File: src/rtl/serial_frame_tx_pkg.sv
// Shared definitions for the serial frame transmitter and its future receiver:
// FSM state encoding, line-level constants and a counter-width helper.
package serial_frame_tx_pkg;

  typedef enum logic [2:0] {
    IDLE   = 3'd0,
    START  = 3'd1,
    DATA   = 3'd2,
    PARITY = 3'd3,
    STOP   = 3'd4
  } state_e;

  localparam logic LINE_IDLE = 1'b1;
  localparam logic START_BIT = 1'b0;
  localparam logic STOP_BIT  = 1'b1;

  // Width of a counter that must hold 0..n-1; never narrower than one bit.
  function automatic int unsigned cnt_width(input int unsigned n);
    return (n > 1) ? $clog2(n) : 1;
  endfunction

endpackage

File: src/rtl/serial_frame_tx_bit_timer.sv
// Bit-period timer: counts 0..CLKS_PER_BIT-1 while enabled and flags the
// last clock of each line bit. Held at 0 while disabled.
module serial_frame_tx_bit_timer
  import serial_frame_tx_pkg::*;
#(
  parameter int CLKS_PER_BIT = 4
) (
  input  logic clk,
  input  logic rst,
  input  logic en,
  output logic bit_end
);

  localparam int unsigned     CW   = cnt_width(CLKS_PER_BIT);
  localparam logic [CW-1:0]   LAST = CW'(CLKS_PER_BIT - 1);

  logic [CW-1:0] cnt_q;
  logic [CW-1:0] cnt_d;

  assign bit_end = en && (cnt_q == LAST);

  // Next count: restart at every bit end, hold at zero when idle.
  always_comb begin
    // NOTE: default assignment first so every path drives cnt_d -- no latch.
    cnt_d = cnt_q;
    if (!en || bit_end) begin
      cnt_d = '0;
    end else begin
      cnt_d = cnt_q + CW'(1);
    end
  end

  // Count register with synchronous reset.
  always_ff @(posedge clk) begin
    // NOTE: non-blocking (<=) for flops; blocking (=) only in always_comb.
    if (rst) begin
      cnt_q <= '0;
    end else begin
      cnt_q <= cnt_d;
    end
  end

endmodule

File: src/rtl/serial_frame_tx.sv
// Parallel-in, serial-out frame transmitter. Accepts a word over valid/ready
// and sends start bit, data LSB-first, optional even parity, stop bit, each
// bit held for CLKS_PER_BIT clocks. All outputs are registered.
module serial_frame_tx
  import serial_frame_tx_pkg::*;
#(
  parameter int WIDTH        = 8,
  parameter int CLKS_PER_BIT = 4,
  parameter int PARITY_EN    = 1
) (
  input  logic             clk,
  input  logic             rst,
  input  logic [WIDTH-1:0] din,
  input  logic             din_valid,
  output logic             din_ready,
  output logic             txd,
  output logic             busy,
  output logic             done
);

  localparam int unsigned   IW       = cnt_width(WIDTH);
  localparam logic [IW-1:0] IDX_LAST = IW'(WIDTH - 1);

  state_e           state_q,     state_d;
  logic [WIDTH-1:0] shreg_q,     shreg_d;
  logic [IW-1:0]    idx_q,       idx_d;
  logic             parity_q,    parity_d;
  logic             txd_q,       txd_d;
  logic             din_ready_q, din_ready_d;
  logic             busy_q,      busy_d;
  logic             done_q,      done_d;
  logic             bit_end;

  serial_frame_tx_bit_timer #(
    .CLKS_PER_BIT(CLKS_PER_BIT)
  ) u_bit_timer (
    .clk    (clk),
    .rst    (rst),
    .en     (state_q != IDLE),
    .bit_end(bit_end)
  );

  // Frame sequencing: next state and next values of every registered output.
  always_comb begin
    state_d     = state_q;
    shreg_d     = shreg_q;
    idx_d       = idx_q;
    parity_d    = parity_q;
    txd_d       = txd_q;
    din_ready_d = din_ready_q;
    busy_d      = busy_q;
    done_d      = 1'b0;

    case (state_q)
      IDLE: begin
        if (din_valid && din_ready_q) begin
          shreg_d     = din;
          parity_d    = ^din;
          idx_d       = '0;
          state_d     = START;
          txd_d       = START_BIT;
          busy_d      = 1'b1;
          din_ready_d = 1'b0;
        end
      end
      START: begin
        if (bit_end) begin
          state_d = DATA;
          txd_d   = shreg_q[0];
        end
      end
      DATA: begin
        if (bit_end) begin
          if (idx_q == IDX_LAST) begin
            if (PARITY_EN != 0) begin
              state_d = PARITY;
              txd_d   = parity_q;
            end else begin
              state_d = STOP;
              txd_d   = STOP_BIT;
            end
          end else begin
            shreg_d = shreg_q >> 1;
            txd_d   = shreg_d[0];
            idx_d   = idx_q + IW'(1);
          end
        end
      end
      PARITY: begin
        if (bit_end) begin
          state_d = STOP;
          txd_d   = STOP_BIT;
        end
      end
      STOP: begin
        if (bit_end) begin
          state_d     = IDLE;
          txd_d       = LINE_IDLE;
          busy_d      = 1'b0;
          din_ready_d = 1'b1;
          done_d      = 1'b1;
        end
      end
      default: begin
        state_d     = IDLE;
        txd_d       = LINE_IDLE;
        busy_d      = 1'b0;
        din_ready_d = 1'b1;
      end
    endcase
  end

  // State and output registers; reset aborts any frame immediately.
  always_ff @(posedge clk) begin
    if (rst) begin
      state_q     <= IDLE;
      shreg_q     <= '0;
      idx_q       <= '0;
      parity_q    <= 1'b0;
      txd_q       <= LINE_IDLE;
      din_ready_q <= 1'b1;
      busy_q      <= 1'b0;
      done_q      <= 1'b0;
    end else begin
      state_q     <= state_d;
      shreg_q     <= shreg_d;
      idx_q       <= idx_d;
      parity_q    <= parity_d;
      txd_q       <= txd_d;
      din_ready_q <= din_ready_d;
      busy_q      <= busy_d;
      done_q      <= done_d;
    end
  end

  assign txd       = txd_q;
  assign din_ready = din_ready_q;
  assign busy      = busy_q;
  assign done      = done_q;

endmodule

File: config.mk
export PLATFORM = sky130hd
export DESIGN_NAME = serial_frame_tx
export DESIGN_NICKNAME = d
export VERILOG_FILES = /design/src/rtl/serial_frame_tx_pkg.sv /design/src/rtl/serial_frame_tx_bit_timer.sv /design/src/rtl/serial_frame_tx.sv
export SDC_FILE = /design/constraint.sdc
export NUM_CORES = 1
export LEC_CHECK = 0
export CORE_MARGIN = 1
export CORE_UTILIZATION = 45
export CTS_BUF_LIST = sky130_fd_sc_hd__clkbuf_4 sky130_fd_sc_hd__clkbuf_8 sky130_fd_sc_hd__clkbuf_16
export DETAILED_ROUTE_END_ITERATION = 16
export PLACE_DENSITY = 0.79
export SKIP_CTS_REPAIR_TIMING = 1
export SLEW_MARGIN = 20
export SYNTH_ARGS = -nofsm -noshare
export SYNTH_HDL_FRONTEND = slang
export SYNTH_SLANG_ARGS = --single-unit
export TNS_END_PERCENT = 10
File: constraint.sdc
create_clock -name clk -period 2.5 [get_ports clk]
set_input_delay 0.5 -clock clk [delete_from_list [all_inputs] [get_ports clk]]
set_output_delay 0.5 -clock clk [all_outputs]
set_load 0.01 [all_outputs]
; Word level (Yosys, flattened, before mapping)
; Index checks and enable logic that the tools add are counted.
[word_totals]
reg_bits = 21
out_inout_bits = 4
elab_cells = 70
[op_classes]
add_sub_neg = 2
eq_ne = 14
n_mux = 26
bitwise = 2
reduce_logical = 17
[ops]
columns = op, n
row1 = $mux W3, 9
row2 = $mux W8, 3
row3 = $pmux W8 S2, 1
row4 = $pmux W3 S5, 1
row5 = $ne A2 B1 Y1 const B, 5
row6 = $mux W1, 8
row7 = $reduce_and A4 Y1, 2
row8 = $reduce_xor A8 Y1, 1
row9 = $eq A3 B2 Y1 const B, 2
row10 = $eq A3 B3 Y1 const B, 2
row11 = $ne A2 B2 Y1 const B, 3
row12 = $pmux W1 S3, 2
row13 = $pmux W3 S2, 1
row14 = $reduce_and A6 Y1, 1
row15 = $reduce_or A2 Y1, 3
row16 = $pmux W1 S4, 1
row17 = $add A3 B1 Y3 const B, 1
row18 = $eq A3 B1 Y1 const B, 1
row19 = $logic_not A3 Y1, 1
row20 = $reduce_and A3 Y1, 1
row21 = $reduce_bool A3 Y1, 1
row22 = $reduce_or A3 Y1, 1
row23 = $add A2 B1 Y2 const B, 1
row24 = $eq A2 B2 Y1 const B, 1
row25 = other kinds (6), 8

; Longest topological paths before layout
; Gate-level depths: netlist (run 1).
[logic_depth]
depth_word = 4
ltp_mapped = 7

; Hierarchy
; A second synthesis (run 1) with hierarchy kept.
[hier_totals]
cells_unflattened = 120
area_unflattened_um2 = 1048.5
[modules_own_cells]
columns = mod, n_inst, cells_each, area_per_inst_um2, seq_area_each_um2
row1 = serial_frame_tx, 1, 114, 962.2, 380.4
row2 = serial_frame_tx_bit_timer, 1, 6, 86.3, 40.0

; Worst setup path before layout (run 1)
; OpenSTA, ideal clock, no wires.
[synth_path]
path_type = register to register
startpoint = register idx_q[0]
endpoint = register shreg_q[1]
arrival_time_ps = 1766
required_time_ps = 2421
slack_ps = 655
path_stages_with_launch = 8
path_buffers = 1
period_less_slack_ps = 1845
cell_sequence = dfxtp_1 ha_1 ha_1 nand3b_2 a211oi_4 buf_6 nor2_1 a211oi_2
[synth_between]
elab_chain_cells = 3
[synth_lines]
columns = item, line_no
row1 = "start, declared", serial_frame_tx.sv:26  ; logic [IW-1:0] idx_q, idx_d;
row2 = "start signal, assigned", serial_frame_tx.sv:127  ; idx_q <= idx_d;
row3 = $eq A3 B3 Y1, serial_frame_tx.sv:74  ; if (idx_q == IDX_LAST) begin
row4 = $ne A2 B2 Y1 (no line), n/a
row5 = $reduce_and A4 Y1 (no line), n/a
row6 = "end signal, assigned", serial_frame_tx.sv:126  ; shreg_q <= shreg_d;
row7 = "end, declared", serial_frame_tx.sv:25  ; logic [WIDTH-1:0] shreg_q, shreg_d;
; No other way between the ends.
; A chain may end at the register's enable or synchronous reset.

; Final worst setup path (run 1)
[layout_path]
startpoint = register idx_q[0]
endpoint = register idx_q[0]
[layout_between]
elab_chain_cells = 4
word_cells_on_any_way = 7
cone_classes = add/sub (1) / eq/ne (2) / mux (3) / reduce/logical (1)
[layout_lines]
columns = item, line_no
row1 = $add A3 B1 Y3, serial_frame_tx.sv:85  ; idx_d = idx_q + IW'(1);
row2 = $mux W3, serial_frame_tx.sv:74
row3 = $mux W3, serial_frame_tx.sv:73  ; if (bit_end) begin
row4 = $pmux W3 S2, serial_frame_tx.sv:54  ; case (state_q)
; Several ways; a longest one is shown, not always the timed one. The select of a mux whose other input is x is not followed.

==> impl_results.md, run 1 <==
- GR Overflow Total: 0
- Status: complete, no violations
- F_max: 517 MHz
- Total CTS buffers: 3
- Rel. slew slack: 0.467
- # setup viols final: 0
- Largest net degree at the start of global routing: 22
- Final Hold Vio Count: 0
- Slowest cell on the critical path: dfxtp_1
- Port buffer count: 14
- Fin crit share: 0.774
- ANT cells: 0
- Die width: between 50 and 60 microns
- Clk_lat worst skew: roughly 0.30 ns
- GRT Total Usage: 0.172
- Number of synthesized flops with an enable pin: 0
- Post-synthesis sequential area ratio: 0.394
- CP most frequent cell: ha_1
- Placer congestion estimate: 0.789
- Max Cap Viol: 0
- Setup CP Type: reg -> reg
- Clk root buf: clkbuf_4
- Synthesis-stage register bit count: 21
- Fraction of registers with async set/reset: 0
- Initial antenna violation count: 0
- Most area-hungry cell type in the Yosys netlist: dfxtp_1
- Net Count, Synth: 125
- Nets: 138
- Delay of the slowest critical-path stage: roughly 0.34 ns
- Mapped Area: between 1000 and 1500 sq um
- TritonCTS clock tree: yes
- Hold/Removal Path Class: reg -> reg
- DRT iter0 DRCs: 8
- Setup WS pre-CTS: 0.435 ns
- Pwr/cell area: 542 nW/um^2
- Setup ws final: 0.565 ns
- Slew Viols, Final: 0
- Top-count cell post-synth: dfxtp_1
- Worst path cell trace: ha_1 > ha_1 > nand3b_2 > a211oi_4 > buf_4 > mux2i_1 > nor2_1
- First-pass DRT Iterations: 4
- Clock sinks: 21
- P_int: 492 uW
- Share of layout cells above drive strength 1: 0.106
- Crit-path max FO: 18
- DR DRC count: 0
- Post-route ant nets: 0
- Vias/cell: 5.40
- Hold depth: 1
- Initial core utilization: 0.478
- Total wire length: between 1500 and 2000 microns
- Gate power share: 0.202
- DP Wirelength: 1390 microns
- Vias in the first global route: 821
- R2R setup slack: about 0.56 ns
- Row cnt: 17
- WL/cell: around 12 microns
- Least-Margin Pin Slew: 0.798 ns
- CORE AREA: 2230 sq um
- Worst EP arrival: roughly 2.1 ns
- Worst Skew: ~0.008 ns
- Die Ht: about 50 microns
- Yosys top cell area share: 0.394
- Crit. End Element: register
- Vias: 816
- LEAKAGE: 0.000443 uW
- RSZ-0062 raised after global routing: no
- Setup TNS: 0 ns
- Filler cell count: 207
- Switching part of the total: 0.267
- H-tree levels: 1
- CP Launch Type: register
- Die footprint: 2570 sq um
- First-pass GRT wire length: 3420 microns
- Top post-synthesis cells by count: dfxtp_1, nor2_1, mux2i_1
- Synth-to-layout area growth: 16.2%
- Syn Area/Cell: 9.62 sq um
- Yosys cell types: 33
- Sw Pwr: 179 uW
- Flop pwr share: 0.564
- Clk pwr share: 0.235
- VDD IR max: 0.404 mV
- Clock transition at path regs: ~0.10 ns
- Top cells by area, synth: dfxtp_1, mux2i_1, xnor2_1
- Main flop type after synthesis: dfxtp_1
- IO Count: 15
- Crit path time final: 1.94 ns
- WP data required: 2.66 ns
- Clk buf depth: 2
- FF-to-FF path depth: 7
- Mapped Cells: 111
- Warnings, synthesis: 0
## per-layer routing
metal	GRT usage	up-vias	wire (microns)
met2	0.307	13	942
li1	-	420	-
met1	0.206	381	813
met3	0.0485	2	80
met4	0.0324	0	12
met5	0	-	0
## sequential cells by signal, indices dropped and copies added (netlist names)
name	flops
shreg_q	8
idx_q	3
state_q	3
u_bit_timer.cnt_q	2
busy	1
din_ready	1
done	1
parity_q	1
txd	1
## critical path, delay by kind of cell (launching register included)
kind                     cells  cell delay [ns]
AO/OA/AOI/OAI                1             0.24
adder cells (fa/ha/maj)      2             0.42
buffers and inverters        1             0.27
flip-flops                   1             0.34
multiplexers                 1             0.23
AND/OR/NAND/NOR              2             0.30
## kinds of logic after synthesis
family	count (synthesis)	share of synthesized area
flops	21	0.394
buf+inv	10	0.0492
simple gates	37	0.182
xor+xnor	8	0.0657
mux	12	0.114
compound gates	20	0.161
fa+ha+maj	3	0.0352
## power groups by stage
stage | clock [uW] | sequential, uW | combinational [uW]
global route | 174 | 382 | 150
finish | 158 | 379 | 135
CTS | 162 | 378 | 137
global placement | 0 | 384 | 133
floorplan | 0 | 380 | 97.1
detailed placement | 0 | 386 | 137
## final cells by class
class,instances,area (sq um),share of cell area
multi-input cells,80,594,0.479
flip-flops and latches,21,420,0.339
repair buffers,16,155,0.125
well taps,28,35.0,0.0283
clock buffers,3,22.5,0.0182
inverters,2,7.51,0.00605
clock inverters,1,5.00,0.00404
## through the flow
| stage | cell area, sq um | total power, uW | hold slack [ns] | cells | utilization |
|---|---|---|---|---|---|
| after floorplan | 1070 | 477 | 0.405 | 111 | - |
| after global placement | 1210 | 517 | 0.415 | 147 | 0.543 |
| after detailed placement | 1210 | 523 | 0.435 | 147 | 0.543 |
| after CTS | 1240 | 677 | 0.451 | 151 | 0.555 |
| after global routing | 1240 | 707 | 0.468 | 151 | 0.555 |
| final | 1240 | 672 | 0.447 | 151 | 0.555 |
## final timing paths
check,start,endpoint
worst max-delay path,idx_q[0]$_SDFFE_PP0P_,idx_q[0]$_SDFFE_PP0P_
worst min-delay path,u_bit_timer.cnt_q[0]$_SDFF_PP0_,u_bit_timer.cnt_q[0]$_SDFF_PP0_
worst max register to register,idx_q[0]$_SDFFE_PP0P_,idx_q[0]$_SDFFE_PP0P_
worst min register to register,u_bit_timer.cnt_q[0]$_SDFF_PP0_,u_bit_timer.cnt_q[0]$_SDFF_PP0_
## placed cells by master, fill, tap and decap left out, types with 2 or more instances in the layout
master and instances:
and2_1 2, mux2i_1 11, nor3_1 3, buf_4 2, nor2_1 15, a21oi_1 2, nor4_1 2, nand2_1 3
nor4b_1 2, clkbuf_4 3, a211oi_1 8, inv_1 2, clkdlybuf4s50_1 14, dfxtp_1 21, nor2b_1 4, ha_1 3
o21ai_0 2, a211oi_2 3, xnor2_1 7
(Power assumes the default switching activity.)
==> inputs of run 2 (changes only) <==
- clock period: 2.5 -> 1.85 ns (I/O delays scaled with it)
==> run 2 against run 1 <==
Core utilization grew 5.9 points; critical path depth grew 1; count of clock-buffer cells in the layout grew 1; critical endpoint unchanged; non-clock buffer count grew 9; sequential power grew 35%; fmax grew 10%; clock power grew 52%; via count grew 4.9%.
==> impl_results.md, run 2 (synthesis gave the netlist of run 1 again) <==
- Synth-to-layout area growth: 28.5%
- Port buffer count: 14 (unchanged)
- Top Registers: shreg_q (8), idx_q (3), state_q (3)
- End of the worst register-to-register path: idx_q[0]$_SDFFE_PP0P_
- Setup CP Type: reg -> reg
- Critical path launch point: idx_q[0]$_SDFFE_PP0P_
- Post-Place Cells: 150 (+2.0%)
- Die footprint: 2570 sq um (unchanged)
- Total wire length: 2100 microns (+14%)
- GRT Total Usage: 0.172 (-0.000307)
- Die width: 50.7 microns (unchanged)
- VDD IR max: 0.537 mV (+33%)
- Hold depth: 1 (unchanged)
- First-pass DRT Iterations: 4 (unchanged)
- FF-to-FF path depth: 8 (+1)
- Status: complete, no violations
- WL/cell: 13.1 microns (+7.2%)
- DR DRC count: 0 (unchanged)
- Clock transition at path regs: 0.10 ns (about the same)
- Nets: 147 (+6.5%)
- Largest Register: shreg_q
- Clk root buf: clkbuf_4
- # setup viols final: 0 (unchanged)
- Crit path to: idx_q[0]$_SDFFE_PP0P_
- Crit-path max FO: 5 (-13)
- IO Count: 15 (unchanged)
- Clk buf depth: 2 (unchanged)
- Placer congestion estimate: 0.794 (+0.61%)
- Crit. End Element: register
- Row cnt: 17 (unchanged)
- Clk_lat worst skew: 0.32 ns (+0.02 ns)
- Setup ws final: 0.0927 ns (-0.472 ns)
- Initial antenna violation count: 0 (unchanged)
- Largest net degree at the start of global routing: 19 (-14%)
- Worst EP arrival: 1.97 ns (-0.13 ns)
- TritonCTS clock tree: yes
- Share of layout cells above drive strength 1: 0.174 (+0.0686)
- Final Hold Vio Count: 0 (unchanged)
- Crit path time final: 1.76 ns (-0.178 ns)
- Vias in the first global route: 793 (-3.4%)
- Most frequent cells in the layout: dfxtp_1, nor2_1, clkdlybuf4s50_1
- Hold Slack: 0.438 ns (-0.00866 ns)
- CORE AREA: 2230 sq um (unchanged)
- Largest register FFs: 8 (unchanged)
- Die Ht: 50.7 microns (unchanged)
- R2R setup slack: 0.09 ns (-0.47 ns)
- Vias/cell: 5.35 (-1.0%)
- Post-route ant nets: 0 (unchanged)
- Total CTS buffers: 3 (unchanged)
- F_max: 569 MHz (+10%)
- Rel. slew slack: 0.652 (+0.186)
- Max Cap Viol: 0 (unchanged)
- Vias: 856 (+4.9%)
- Most common cell after layout, fill and taps aside: dfxtp_1
- Clock sinks: 21 (unchanged)
- Met3 WL post-DR: 84 microns (+5.0%)
- Initial core utilization: 0.478 (unchanged)
- Setup TNS: 0 ns (unchanged)
- CP Launch Type: register
- Hold/Removal Path Class: reg -> reg
- Finished Layout Cells: 160 (+6.0%)
- H-tree levels: 1 (unchanged)
- Fin crit share: 0.950 (+0.176)
- WP data required: 2.06 ns (-0.60 ns)
- M1 wire length: 958 microns (+18%)
- Pwr/cell area: 722 nW/um^2 (+33%)
- DRT iter0 DRCs: 5 (-3)
- ANT cells: 0 (unchanged)
- Worst Skew: 0.0109 ns (+0.00274 ns)
- First-pass GRT wire length: 3330 microns (-2.4%)
- GR Overflow Total: 0 (unchanged)
- Met2 Wirelength: 1020 microns (+8.4%)
- Least-Margin Pin Slew: 0.521 ns (-0.277 ns)
- Setup WS pre-CTS: 0.0171 ns (-0.418 ns)
- DP Wirelength: 1430 microns (+3.2%)
- Slew Viols, Final: 0 (unchanged)
- LEAKAGE: 0.000546 uW (+23%)
- Top sig layer: met4
- Critical R2R Launch: idx_q[0]$_SDFFE_PP0P_
[run 2: final cells by class]
class	instances	area [sq um]
clock buffers	4	30.0
well taps	28	35.0
flip-flops and latches	21	422
multi-input cells	80	603
fillers	187	862
repair buffers	25	274
inverters	2	7.51
[run 2: routing by layer]
metal	GRT usage	vias up
met5	0	-
met4	0.0602	0
met3	0.0576	4
met2	0.273	15
met1	0.216	400
li1	-	437
[run 2: stage by stage]
step                utilization  power [uW]  cell area (sq um)
global route              0.614        1040               1370
finish                    0.614         990               1370
CTS                       0.572         948               1280
global placement          0.559         709               1250
floorplan                     -         645               1070
detailed placement        0.559         716               1250
[run 2: worst min path at each step]
stage	to	start	slack, ns
floorplan	u_bit_timer.cnt_q[0]$_SDFF_PP0_	u_bit_timer.cnt_q[0]$_SDFF_PP0_	0.41
global placement	u_bit_timer.cnt_q[0]$_SDFF_PP0_	u_bit_timer.cnt_q[0]$_SDFF_PP0_	0.41
detailed placement	u_bit_timer.cnt_q[0]$_SDFF_PP0_	u_bit_timer.cnt_q[0]$_SDFF_PP0_	0.43
CTS	u_bit_timer.cnt_q[0]$_SDFF_PP0_	u_bit_timer.cnt_q[0]$_SDFF_PP0_	0.44
global route	u_bit_timer.cnt_q[0]$_SDFF_PP0_	u_bit_timer.cnt_q[0]$_SDFF_PP0_	0.45
finish	u_bit_timer.cnt_q[0]$_SDFF_PP0_	u_bit_timer.cnt_q[0]$_SDFF_PP0_	0.44
[run 2: worst max-delay path, cell delays in order, from the launching register on]
cell and delay (ns):
dfxtp_2 0.34, ha_1 0.20, ha_1 0.21, nand3b_4 0.17, a211oi_4 0.24, buf_4 0.16
buf_12 0.10, mux2i_1 0.18, nor2_1 0.05
[run 2: power breakdown]
group | switching [uW] | leakage (uW) | internal, uW
clock network | 141 | 0.0000184 | 99.1
logic | 97.3 | 0.000355 | 140
registers | 25.8 | 0.000173 | 486
total | 265 | 0.000546 | 725
